## src/rtl/mips_mc_pkg.sv

```systemverilog
// Shared types for the multicycle MIPS core: FSM states, opcodes, ALU ops
// and the control word that the controller hands to the datapath.
package mips_mc_pkg;

    typedef enum logic [3:0] {
        S_RST, S_FETCH, S_DECODE, S_MEMADR, S_MEMRD, S_MEMWB, S_MEMWR,
        S_EXEC, S_ALUWB, S_ADDIEX, S_ADDIWB, S_BRANCH, S_JUMP, S_HALT
    } state_e;

    localparam logic [5:0] OP_RTYPE = 6'h00;
    localparam logic [5:0] OP_J     = 6'h02;
    localparam logic [5:0] OP_BEQ   = 6'h04;
    localparam logic [5:0] OP_BNE   = 6'h05;
    localparam logic [5:0] OP_ADDI  = 6'h08;
    localparam logic [5:0] OP_LW    = 6'h23;
    localparam logic [5:0] OP_SW    = 6'h2B;

    localparam logic [5:0] FN_ADD = 6'h20;
    localparam logic [5:0] FN_SUB = 6'h22;
    localparam logic [5:0] FN_AND = 6'h24;
    localparam logic [5:0] FN_OR  = 6'h25;
    localparam logic [5:0] FN_SLT = 6'h2A;

    typedef enum logic [2:0] {ALU_ADD, ALU_SUB, ALU_AND, ALU_OR, ALU_SLT} alu_op_e;

    localparam logic [1:0] SRCB_B    = 2'd0;
    localparam logic [1:0] SRCB_4    = 2'd1;
    localparam logic [1:0] SRCB_IMM  = 2'd2;
    localparam logic [1:0] SRCB_BOFS = 2'd3;

    localparam logic [1:0] PC_ALU    = 2'd0;
    localparam logic [1:0] PC_ALUOUT = 2'd1;
    localparam logic [1:0] PC_JUMP   = 2'd2;

    typedef struct packed {
        logic       pc_write;
        logic       branch;
        logic       i_or_d;
        logic       ir_write;
        logic       reg_write;
        logic       reg_dst;
        logic       mem_to_reg;
        logic       alu_src_a;
        logic [1:0] alu_src_b;
        logic [1:0] pc_src;
        alu_op_e    alu_op;
    } ctrl_t;

    function automatic logic funct_legal(input logic [5:0] f);
        return f inside {FN_ADD, FN_SUB, FN_AND, FN_OR, FN_SLT};
    endfunction

    function automatic alu_op_e funct_to_alu(input logic [5:0] f);
        case (f)
            FN_SUB:  return ALU_SUB;
            FN_AND:  return ALU_AND;
            FN_OR:   return ALU_OR;
            FN_SLT:  return ALU_SLT;
            default: return ALU_ADD;
        endcase
    endfunction

endpackage

```

## src/rtl/mips_mc_ctrl.sv

```systemverilog
// Control FSM and instruction decoder. Memory-side outputs depend on the
// state register only, so mem_ready never reaches an output combinationally.
module mips_mc_ctrl
    import mips_mc_pkg::*;
(
    input  logic       clk,
    input  logic       rst_n,
    input  logic [5:0] opcode,
    input  logic [5:0] funct,
    input  logic       zero,
    input  logic       mem_ready,
    input  logic       misalign,
    output ctrl_t      ctl,
    output logic       mem_req,
    output logic       mem_we,
    output logic       halted
);

    state_e state_q, state_d;

    always_ff @(posedge clk or negedge rst_n) begin
        if (!rst_n) state_q <= S_RST;
        else        state_q <= state_d;
    end

    assign mem_req = (state_q == S_FETCH) || (state_q == S_MEMRD) || (state_q == S_MEMWR);
    assign mem_we  = (state_q == S_MEMWR);
    assign halted  = (state_q == S_HALT);

    always_comb begin
        state_d    = state_q;
        ctl        = '0;
        ctl.alu_op = ALU_ADD;
        case (state_q)
            S_RST: state_d = S_FETCH;
            S_FETCH: begin
                ctl.alu_src_b = SRCB_4;
                if (mem_ready) begin
                    ctl.ir_write = 1'b1;
                    ctl.pc_write = 1'b1;
                    state_d      = S_DECODE;
                end
            end
            S_DECODE: begin
                // Branch target is computed here, while the ALU is otherwise idle.
                ctl.alu_src_b = SRCB_BOFS;
                case (opcode)
                    OP_LW, OP_SW:   state_d = S_MEMADR;
                    OP_RTYPE:       state_d = funct_legal(funct) ? S_EXEC : S_HALT;
                    OP_ADDI:        state_d = S_ADDIEX;
                    OP_BEQ, OP_BNE: state_d = S_BRANCH;
                    OP_J:           state_d = S_JUMP;
                    default:        state_d = S_HALT;
                endcase
            end
            S_MEMADR: begin
                ctl.alu_src_a = 1'b1;
                ctl.alu_src_b = SRCB_IMM;
                if (misalign)            state_d = S_HALT;
                else if (opcode == OP_LW) state_d = S_MEMRD;
                else                     state_d = S_MEMWR;
            end
            S_MEMRD: begin
                ctl.i_or_d = 1'b1;
                if (mem_ready) state_d = S_MEMWB;
            end
            S_MEMWB: begin
                ctl.reg_write  = 1'b1;
                ctl.mem_to_reg = 1'b1;
                state_d        = S_FETCH;
            end
            S_MEMWR: begin
                ctl.i_or_d = 1'b1;
                if (mem_ready) state_d = S_FETCH;
            end
            S_EXEC: begin
                ctl.alu_src_a = 1'b1;
                ctl.alu_src_b = SRCB_B;
                ctl.alu_op    = funct_to_alu(funct);
                state_d       = S_ALUWB;
            end
            S_ALUWB: begin
                ctl.reg_write = 1'b1;
                ctl.reg_dst   = 1'b1;
                state_d       = S_FETCH;
            end
            S_ADDIEX: begin
                ctl.alu_src_a = 1'b1;
                ctl.alu_src_b = SRCB_IMM;
                state_d       = S_ADDIWB;
            end
            S_ADDIWB: begin
                ctl.reg_write = 1'b1;
                state_d       = S_FETCH;
            end
            S_BRANCH: begin
                ctl.alu_src_a = 1'b1;
                ctl.alu_src_b = SRCB_B;
                ctl.alu_op    = ALU_SUB;
                ctl.branch    = 1'b1;
                ctl.pc_src    = PC_ALUOUT;
                ctl.pc_write  = zero ^ (opcode == OP_BNE);
                state_d       = S_FETCH;
            end
            S_JUMP: begin
                ctl.pc_write = 1'b1;
                ctl.pc_src   = PC_JUMP;
                state_d      = S_FETCH;
            end
            S_HALT:  state_d = S_HALT;
            default: state_d = S_HALT;
        endcase
    end

endmodule

```

## src/rtl/mips_multicycle_core.sv

```systemverilog
// Multicycle MIPS core: datapath around the mips_mc_ctrl FSM, with a single
// shared instruction/data port using a req/ready handshake.
module mips_multicycle_core
    import mips_mc_pkg::*;
#(
    parameter logic [31:0] RESET_PC = 32'h0000_0000,
    parameter int          ADDR_W   = 32
) (
    input  logic              clk,
    input  logic              rst_n,
    output logic              mem_req,
    output logic              mem_we,
    output logic [ADDR_W-1:0] mem_addr,
    output logic [31:0]       mem_wdata,
    input  logic [31:0]       mem_rdata,
    input  logic              mem_ready,
    output logic              halted,
    output logic [31:0]       pc
);

    logic [31:0] pc_q, pc_d, ir_q, ir_d, a_q, a_d, b_q, b_d;
    logic [31:0] alu_out_q, alu_out_d, mdr_q, mdr_d;
    logic [31:0] rf_q [32];
    logic [31:0] alu_a, alu_b, alu_y, imm_sx, addr32, wb_data;
    logic [4:0]  rs, rt, wb_reg;
    logic        zero, unused_bits;
    ctrl_t       ctl;

    mips_mc_ctrl u_ctrl (
        .clk       (clk),
        .rst_n     (rst_n),
        .opcode    (ir_q[31:26]),
        .funct     (ir_q[5:0]),
        .zero      (zero),
        .mem_ready (mem_ready),
        .misalign  (|alu_y[1:0]),
        .ctl       (ctl),
        .mem_req   (mem_req),
        .mem_we    (mem_we),
        .halted    (halted)
    );

    assign rs     = ir_q[25:21];
    assign rt     = ir_q[20:16];
    assign imm_sx = {{16{ir_q[15]}}, ir_q[15:0]};

    always_comb begin
        alu_a = ctl.alu_src_a ? a_q : pc_q;
        case (ctl.alu_src_b)
            SRCB_B:   alu_b = b_q;
            SRCB_4:   alu_b = 32'd4;
            SRCB_IMM: alu_b = imm_sx;
            default:  alu_b = {imm_sx[29:0], 2'b00};
        endcase
        case (ctl.alu_op)
            ALU_SUB: alu_y = alu_a - alu_b;
            ALU_AND: alu_y = alu_a & alu_b;
            ALU_OR:  alu_y = alu_a | alu_b;
            ALU_SLT: alu_y = {31'd0, $signed(alu_a) < $signed(alu_b)};
            default: alu_y = alu_a + alu_b;
        endcase
    end
    assign zero = (alu_y == 32'd0);

    // Operand and address registers freeze while a transfer is pending so the
    // bus stays stable across any number of wait states.
    always_comb begin
        pc_d = pc_q;
        if (ctl.pc_write) begin
            case (ctl.pc_src)
                PC_ALUOUT: pc_d = alu_out_q;
                PC_JUMP:   pc_d = {pc_q[31:28], ir_q[25:0], 2'b00};
                default:   pc_d = alu_y;
            endcase
        end
        ir_d      = ctl.ir_write ? mem_rdata : ir_q;
        a_d       = mem_req ? a_q : ((rs == 5'd0) ? 32'd0 : rf_q[rs]);
        b_d       = mem_req ? b_q : ((rt == 5'd0) ? 32'd0 : rf_q[rt]);
        alu_out_d = mem_req ? alu_out_q : alu_y;
        mdr_d     = (mem_req && mem_ready && !mem_we) ? mem_rdata : mdr_q;
    end

    always_ff @(posedge clk or negedge rst_n) begin
        if (!rst_n) begin
            pc_q      <= RESET_PC;
            ir_q      <= '0;
            a_q       <= '0;
            b_q       <= '0;
            alu_out_q <= '0;
            mdr_q     <= '0;
        end else begin
            pc_q      <= pc_d;
            ir_q      <= ir_d;
            a_q       <= a_d;
            b_q       <= b_d;
            alu_out_q <= alu_out_d;
            mdr_q     <= mdr_d;
        end
    end

    assign wb_reg  = ctl.reg_dst ? ir_q[15:11] : rt;
    assign wb_data = ctl.mem_to_reg ? mdr_q : alu_out_q;

    always_ff @(posedge clk) begin
        if (ctl.reg_write && wb_reg != 5'd0) rf_q[wb_reg] <= wb_data;
    end

    assign addr32      = ctl.i_or_d ? alu_out_q : pc_q;
    assign mem_addr    = addr32[ADDR_W-1:0];
    assign mem_wdata   = b_q;
    assign pc          = pc_q;
    assign unused_bits = ^{ir_q[10:6], addr32, ctl.branch};

endmodule

```

## config.mk

```make
export PLATFORM = sky130hd
export DESIGN_NAME = mips_multicycle_core
export DESIGN_NICKNAME = d
export VERILOG_FILES = /design/src/rtl/mips_mc_pkg.sv /design/src/rtl/mips_mc_ctrl.sv /design/src/rtl/mips_multicycle_core.sv
export SDC_FILE = /design/constraint.sdc
export NUM_CORES = 2
export LEC_CHECK = 0
export CAP_MARGIN = 20
export CORE_ASPECT_RATIO = 1.75
export CORE_MARGIN = 5
export CORE_UTILIZATION = 40
export DETAILED_ROUTE_END_ITERATION = 7
export PLACE_DENSITY = 0.57
export SLEW_MARGIN = 0
export SYNTH_ARGS = -nofsm -noshare
export SYNTH_HDL_FRONTEND = slang
export SYNTH_SLANG_ARGS = --single-unit
```

## constraint.sdc

```tcl
create_clock -name clk -period 5.6 [get_ports clk]
set_input_delay 0.56 -clock clk [delete_from_list [all_inputs] [get_ports clk]]
set_output_delay 0.56 -clock clk [all_outputs]
set_load 0.01 [all_outputs]
```

# After elaboration in Yosys (flattened, before gate mapping)

Memories as Yosys holds them, arrays and structs flattened.
Index checks and enable logic that the tools add are counted.

Word-level logic and storage cells: 106
Flip-flop bits (word level): 196
Input bits: 35
RAM bits: 1,024
Memories: 1
Output and inout port bits: 99

Mux-type cells: 31
Eq/ne operators: 35
Reduce and logical (&&, ||, !) cells: 24
Bitwise operators: 4
Magnitude comparators: 1
Add/subtract/negate cells: 2

Memories:

| name | words | bits a word | rd ports | clocked after Yosys merged registers in | wr ports | line                       | text |
|---|---|---|---|---|---|---|---|
| rf_q | 32    | 32          | 2        | 0                                       | 1        | mips_multicycle_core.sv:23 | `logic [31:0] rf_q [32];` |

Operators with widths:

| cell                                                            | count |
|---|---|
| 32-bit 2-to-1 mux                                               | 5 |
| 32-bit one-hot mux with 4 select lines                          | 1 |
| 32-bit one-hot mux with 3 select lines                          | 1 |
| 32-bit one-hot mux with 2 select lines                          | 1 |
| 6-bit == test, second input constant                            | 7 |
| 32-bit adder                                                    | 1 |
| 32-bit AND                                                      | 1 |
| 32-bit zero test                                                | 1 |
| 32-bit < comparator                                             | 1 |
| 32-bit OR                                                       | 1 |
| 4-bit one-hot mux with 8 select lines                           | 1 |
| 32-bit subtractor                                               | 1 |
| 4-bit == test, second input constant                            | 6 |
| 4-bit 2-to-1 mux                                                | 5 |
| 4-bit one-hot mux with 5 select lines                           | 1 |
| 4-bit by 3-bit == test with 1-bit output, second input constant | 4 |
| 6-bit by 3-bit == test with 1-bit output, second input constant | 2 |
| 3-bit one-hot mux with 4 select lines                           | 1 |
| 5-bit zero test                                                 | 2 |
| 5-bit nonzero test                                              | 2 |
| 2-bit OR reduction                                              | 5 |
| 1-bit 2-to-1 mux                                                | 9 |
| 4-bit by 2-bit == test with 1-bit output, second input constant | 2 |
| 3-bit by 2-bit == test with 1-bit output, second input constant | 2 |
| other kinds (28)                                                | 34 |

# Longest topological paths before layout

Depth after elaboration: 11
Gate-level depth with buffers: 22

# By module

A second synthesis with hierarchy kept.

Cells, all modules: 3,784
Area total of the unflattened synthesis: 61,909.4 um^2

By module, submodules not included:

| module               | cells each | instances | area an instance (um^2) |
|---|---|---|---|
| mips_multicycle_core | 3,686      | 1         | 61,227.5 |
| mips_mc_ctrl         | 98         | 1         | 681.9 |

# Worst setup path before layout

No wires, ideal clock.

Kind: register -> register
Start: register u_ctrl.state_q[1]
End: register pc_q[10] (netlist: pc[10])
Buffers on the path: 5
Path slack: -530 ps
Stages on the path, launching flop included: 21
Setup time: 125 ps
Clock period less this slack: 6,130 ps
Arrival: 6,005 ps
Path through: dfrtp_1 -> clkbuf_1 -> clkbuf_1 -> o211ai_1 -> clkbuf_1 -> mux2_2 -> ha_1 -> buf_2 -> or4_4 -> or4_1 -> a211oi_2 -> a211oi_1 -> o41ai_4 -> o221a_2 -> o221ai_2 -> or4_4 -> nor4_4 -> mux2_4 -> nor2_4 -> buf_6 -> mux2_4

Word-level cells in the longest chain between the ends: 10

RTL lines:

| item                                                                             | line                       | text |
|---|---|---|
| from (decl)                                                                      | mips_mc_ctrl.sv:19         | `state_e state_q, state_d;` |
| from (signal assigned)                                                           | mips_mc_ctrl.sv:23         | `else state_q <= state_d;` |
| 4-bit by 2-bit == test with 1-bit output / 4-bit == test (equally long branches) | mips_mc_ctrl.sv:34         | `case (state_q)` |
| 2-bit OR reduction (no line)                                                     | n/a                        |  |
| 2-bit one-hot mux with 3 select lines                                            | mips_mc_ctrl.sv:34         |  |
| 2-bit == test (tied with other cells)                                            | mips_multicycle_core.sv:49 | `case (ctl.alu_src_b)` |
| 32-bit one-hot mux with 3 select lines                                           | mips_multicycle_core.sv:49 |  |
| 32-bit adder (tied with other cells)                                             | mips_multicycle_core.sv:60 | `default: alu_y = alu_a + alu_b;` |
| 32-bit one-hot mux with 4 select lines                                           | mips_multicycle_core.sv:55 | `case (ctl.alu_op)` |
| 32-bit zero test                                                                 | mips_multicycle_core.sv:63 | `assign zero = (alu_y == 32'd0);` |
| 1-bit bitwise XOR                                                                | mips_mc_ctrl.sv:102        | `ctl.pc_write = zero ^ (opcode == OP_BNE);` |
| 1-bit one-hot mux with 3 select lines                                            | mips_mc_ctrl.sv:34         |  |
| to (signal assigned)                                                             | mips_multicycle_core.sv:92 | `pc_q <= pc_d;` |
| to (decl)                                                                        | mips_multicycle_core.sv:21 | `logic [31:0] pc_q, pc_d, ir_q, ir_d, a_q, a_d, b_q, b_d;` |

Parallel ways exist; a longest one is shown, timed or not.
A chain may end at the register's enable or synchronous reset.

# Final worst setup path

Start: register u_ctrl.state_q[1]
End: register pc_q[1] (netlist: pc[1])

Same word-level chain as after synthesis.

==> run_results.csv <==
group,metric,value,unit
run_status,status,"finished, violations left",
run_status,violations,"setup timing",
layout,mostFrequentLayoutCells,"edfxtp_1 (1024), mux4_2 (615), buf_4 (541)",
yosys,synth-seq-cells,1220,
yosys,yosysSeqAreaShare,57.4,%
critical_path,worst_r2r_path_depth,23,
layout,layoutNonFillerInstCount,6562,
timing,skew,87.0,ps
global_route,grt_overflow,0,
timing,rsz0062_at_grt,"true",
yosys,synth_ff_type,"edfxtp_1",
timing,fin_crit,6270,ps
clock_network,cts_tree,"done",
placed_design,dp.cells,6327,
placed_design,io_buffers,133,
yosys,yosys_warnings,0,
critical_path,cp-end-kind,"flip-flop",
route,postRouteAntennaNets,0,
global_route,grt_pass1_vias,42600,
floorplan,start_util,40.2,%
critical_path,cp_max_fo,13,
layout,drive_above_1_share,36.9,%
yosys,async_reset_ff_share,16.1,%
clock_network,clkSlewWorstSetupHoldPaths,110,ps
layout,final_area,74200,um^2
clock_network,root_buffer,"clkbuf_16",
layout,final_nets,4575,
route,wl_per_cell,34.6,um
hold_path,hp-class,"input port to asynchronous set/reset pin",
global_route,grtUsageTotal,27.2,%
route,drt_iter0_drc,3955,
layout,final_core_util,48.0,%
critical_path,arrival,6900,ps
route,wl_met3,13.3,mm
floorplan,rows,191,
timing,fin_ws,-668,ps
floorplan,die-area,164000,um^2
critical_path,setup.worst_path.start,"u_ctrl.state_q[1]$_DFFE_PN0P_",
route,vias_per_cell,6.21,
yosys,synth_cell_type_count,88,
clock_network,numCtsBuffers,108,
critical_path,required,6230,ps
floorplan,core_region_area,155000,um^2
yosys,syn_inst,3856,
timing,fin_crit_sh,112,%
placed_design,dp_slack,-816,ps
floorplan,fp.dieW,308,um
route,drt-met1-wl,78.0,mm
route,drt_first_pass_iters,5,
critical_path,crit_type,"flip-flop to flip-flop",
placed_design,gp_congestion,1.00,
global_route,grt_antenna_before_repair,8,
clock_network,h-tree-depth,3,
floorplan,die_h,531,um
route,wirelength,227,mm
yosys,netlist_area,62100,um^2
clock_network,max-clock-path-buffers,3,
layout,syn2layout_area_growth,19.4,%
yosys,synth_edf_count,1024,
placed_design,dpl.hpwl,150,mm
yosys,syn_avg_cell_area,16.1,um^2
timing,hold_violations,0,
route,highest_layer,"met4",
placed_design,place_area,70100,um^2
timing,setup_viol,32,
timing,slew_viol_final,0,
critical_path,r2r_start,"u_ctrl.state_q[1]$_DFFE_PN0P_",
global_route,grt_max_degree,105,
flow_run,maxCapViolCount,0,
timing,max_freq,160,MHz
timing,slew_headroom,25.8,%
route,via_count,40700,
clock_network,cts_sinks,1220,
timing,tightest_slew,1110,ps
layout,layout_commonest_cell,"edfxtp_1",
critical_path,r2r_setup_slack,-670,ps
critical_path,reg2reg_to,"pc[1]$_DFFE_PN0P_",
route,wl_met2,120,mm
critical_path,cp-start-kind,"flip-flop",
clock_network,insertion_delay,780,ps
floorplan,ioPinCount,134,
global_route,grt_pass1_wl,317,mm
route,route.detailed.drc,0,
[registers in the layout, indices dropped and copies added, names as in the netlist]
register        cells
rf_q             1024
a_q                32
alu_out_q          32
ir_q               32
mdr_q              32
mem_wdata          32
pc                 32
u_ctrl.state_q      4
[worst max-delay path by stage]
stage | to | slack [ps]
after global routing | pc[16]$_DFFE_PN0P_ | -790
after global placement | pc[27]$_DFFE_PN0P_ | -790
after floorplan | pc[10]$_DFFE_PN0P_ | -130
after CTS | pc[1]$_DFFE_PN0P_ | -580
final | pc[1]$_DFFE_PN0P_ | -670
after detailed placement | pc[1]$_DFFE_PN0P_ | -820
[per-stage QoR]
| step | TNS (ps) | hold WS [ps] |
|---|---|---|
| floorplan | -2680 | 264 |
| global placement | -24440 | 467 |
| detailed placement | -25000 | 473 |
| CTS | -17200 | 324 |
| global route | -24290 | 343 |
| finish | -19970 | 274 |
[worst max-delay path, cell delays in order (launching register included)]
cell and delay, ps:
dfrtp_1 420, buf_6 150, o211ai_1 250, clkbuf_16 220, buf_12 150, buf_4 130, mux2_2 360, ha_4 240
or4_4 550, or4_4 480, a211oi_4 370, buf_4 190, a211oi_4 70, o21bai_1 240, o32a_1 210, nand3_2 90
or3_4 390, nor4_4 270, buf_4 190, mux2_4 330, nor2_4 130, buf_12 150, buf_12 170, mux2_1 340
[cell families (layout without fill, tap and decap cells)]
kind of cell	count (synthesis)	count (layout)	share of synthesized area (%)
DFF	1220	1220	57.4
AOI/OAI and AO/OA	563	563	5.95
and+or+nand+nor	692	692	5.03
muxes	877	877	27.0
other	1	38	0.00603
buffers and inverters	389	1032	2.38
xor gates and xnor gates	13	13	0.183
adders and majority gates	101	101	2.06
[routing by layer]
metal	up-vias	global-route usage, %
li1	16800	-
met1	21500	31.2
met2	1844	49.3
met3	556	3.28
met4	0	15.1
met5	-	0
[final cells by class]
class,count,area (um^2)
Antenna cell,6,15.0
Inverter,107,409
Fill cell,13200,80400
Multi-Input combinational cell,2278,25700
Timing Repair Buffer,724,6360
Clock buffer,134,2850
Clock inverter,67,667
Tap cell,2026,2530
Sequential cell,1220,35700
[synthesized netlist by cell type, drive strengths merged (14+ instances only)]
master     n  share of area (%)
a211oi    16               0.20
a21oi    150                1.2
a221oi    17               0.24
a22oi     23               0.28
a31oi     16               0.16
buf       76               0.49
clkbuf   206                1.2
dfrtp    196                7.9
edfxtp  1024                 49
ha        99                2.0
inv      106               0.64
mux2     189                3.6
mux2i     73                1.2
mux4     615                 22
nand2    186                1.1
nand2b    18               0.18
nand3     34               0.27
nand4     14               0.14
nor2     299                1.8
nor2b     30               0.30
nor3      29               0.23
o211ai    16               0.20
o21a      15               0.18
o21ai    135                1.1
o22ai     31               0.31
o31ai     27               0.33
[what timing repair did]
action	CTS	global route
cloned	2	0
pin swaps	12	10
gates resized for setup	31	24
endpoints found under the hold margin	71	0
buffers inserted	18	7
setup endpoints to repair	32	32
hold buffers	1	0
Power is left out: the tool's default activity adds up to more than one toggle a clock period on the data nets, which glitch-free logic cannot reach.
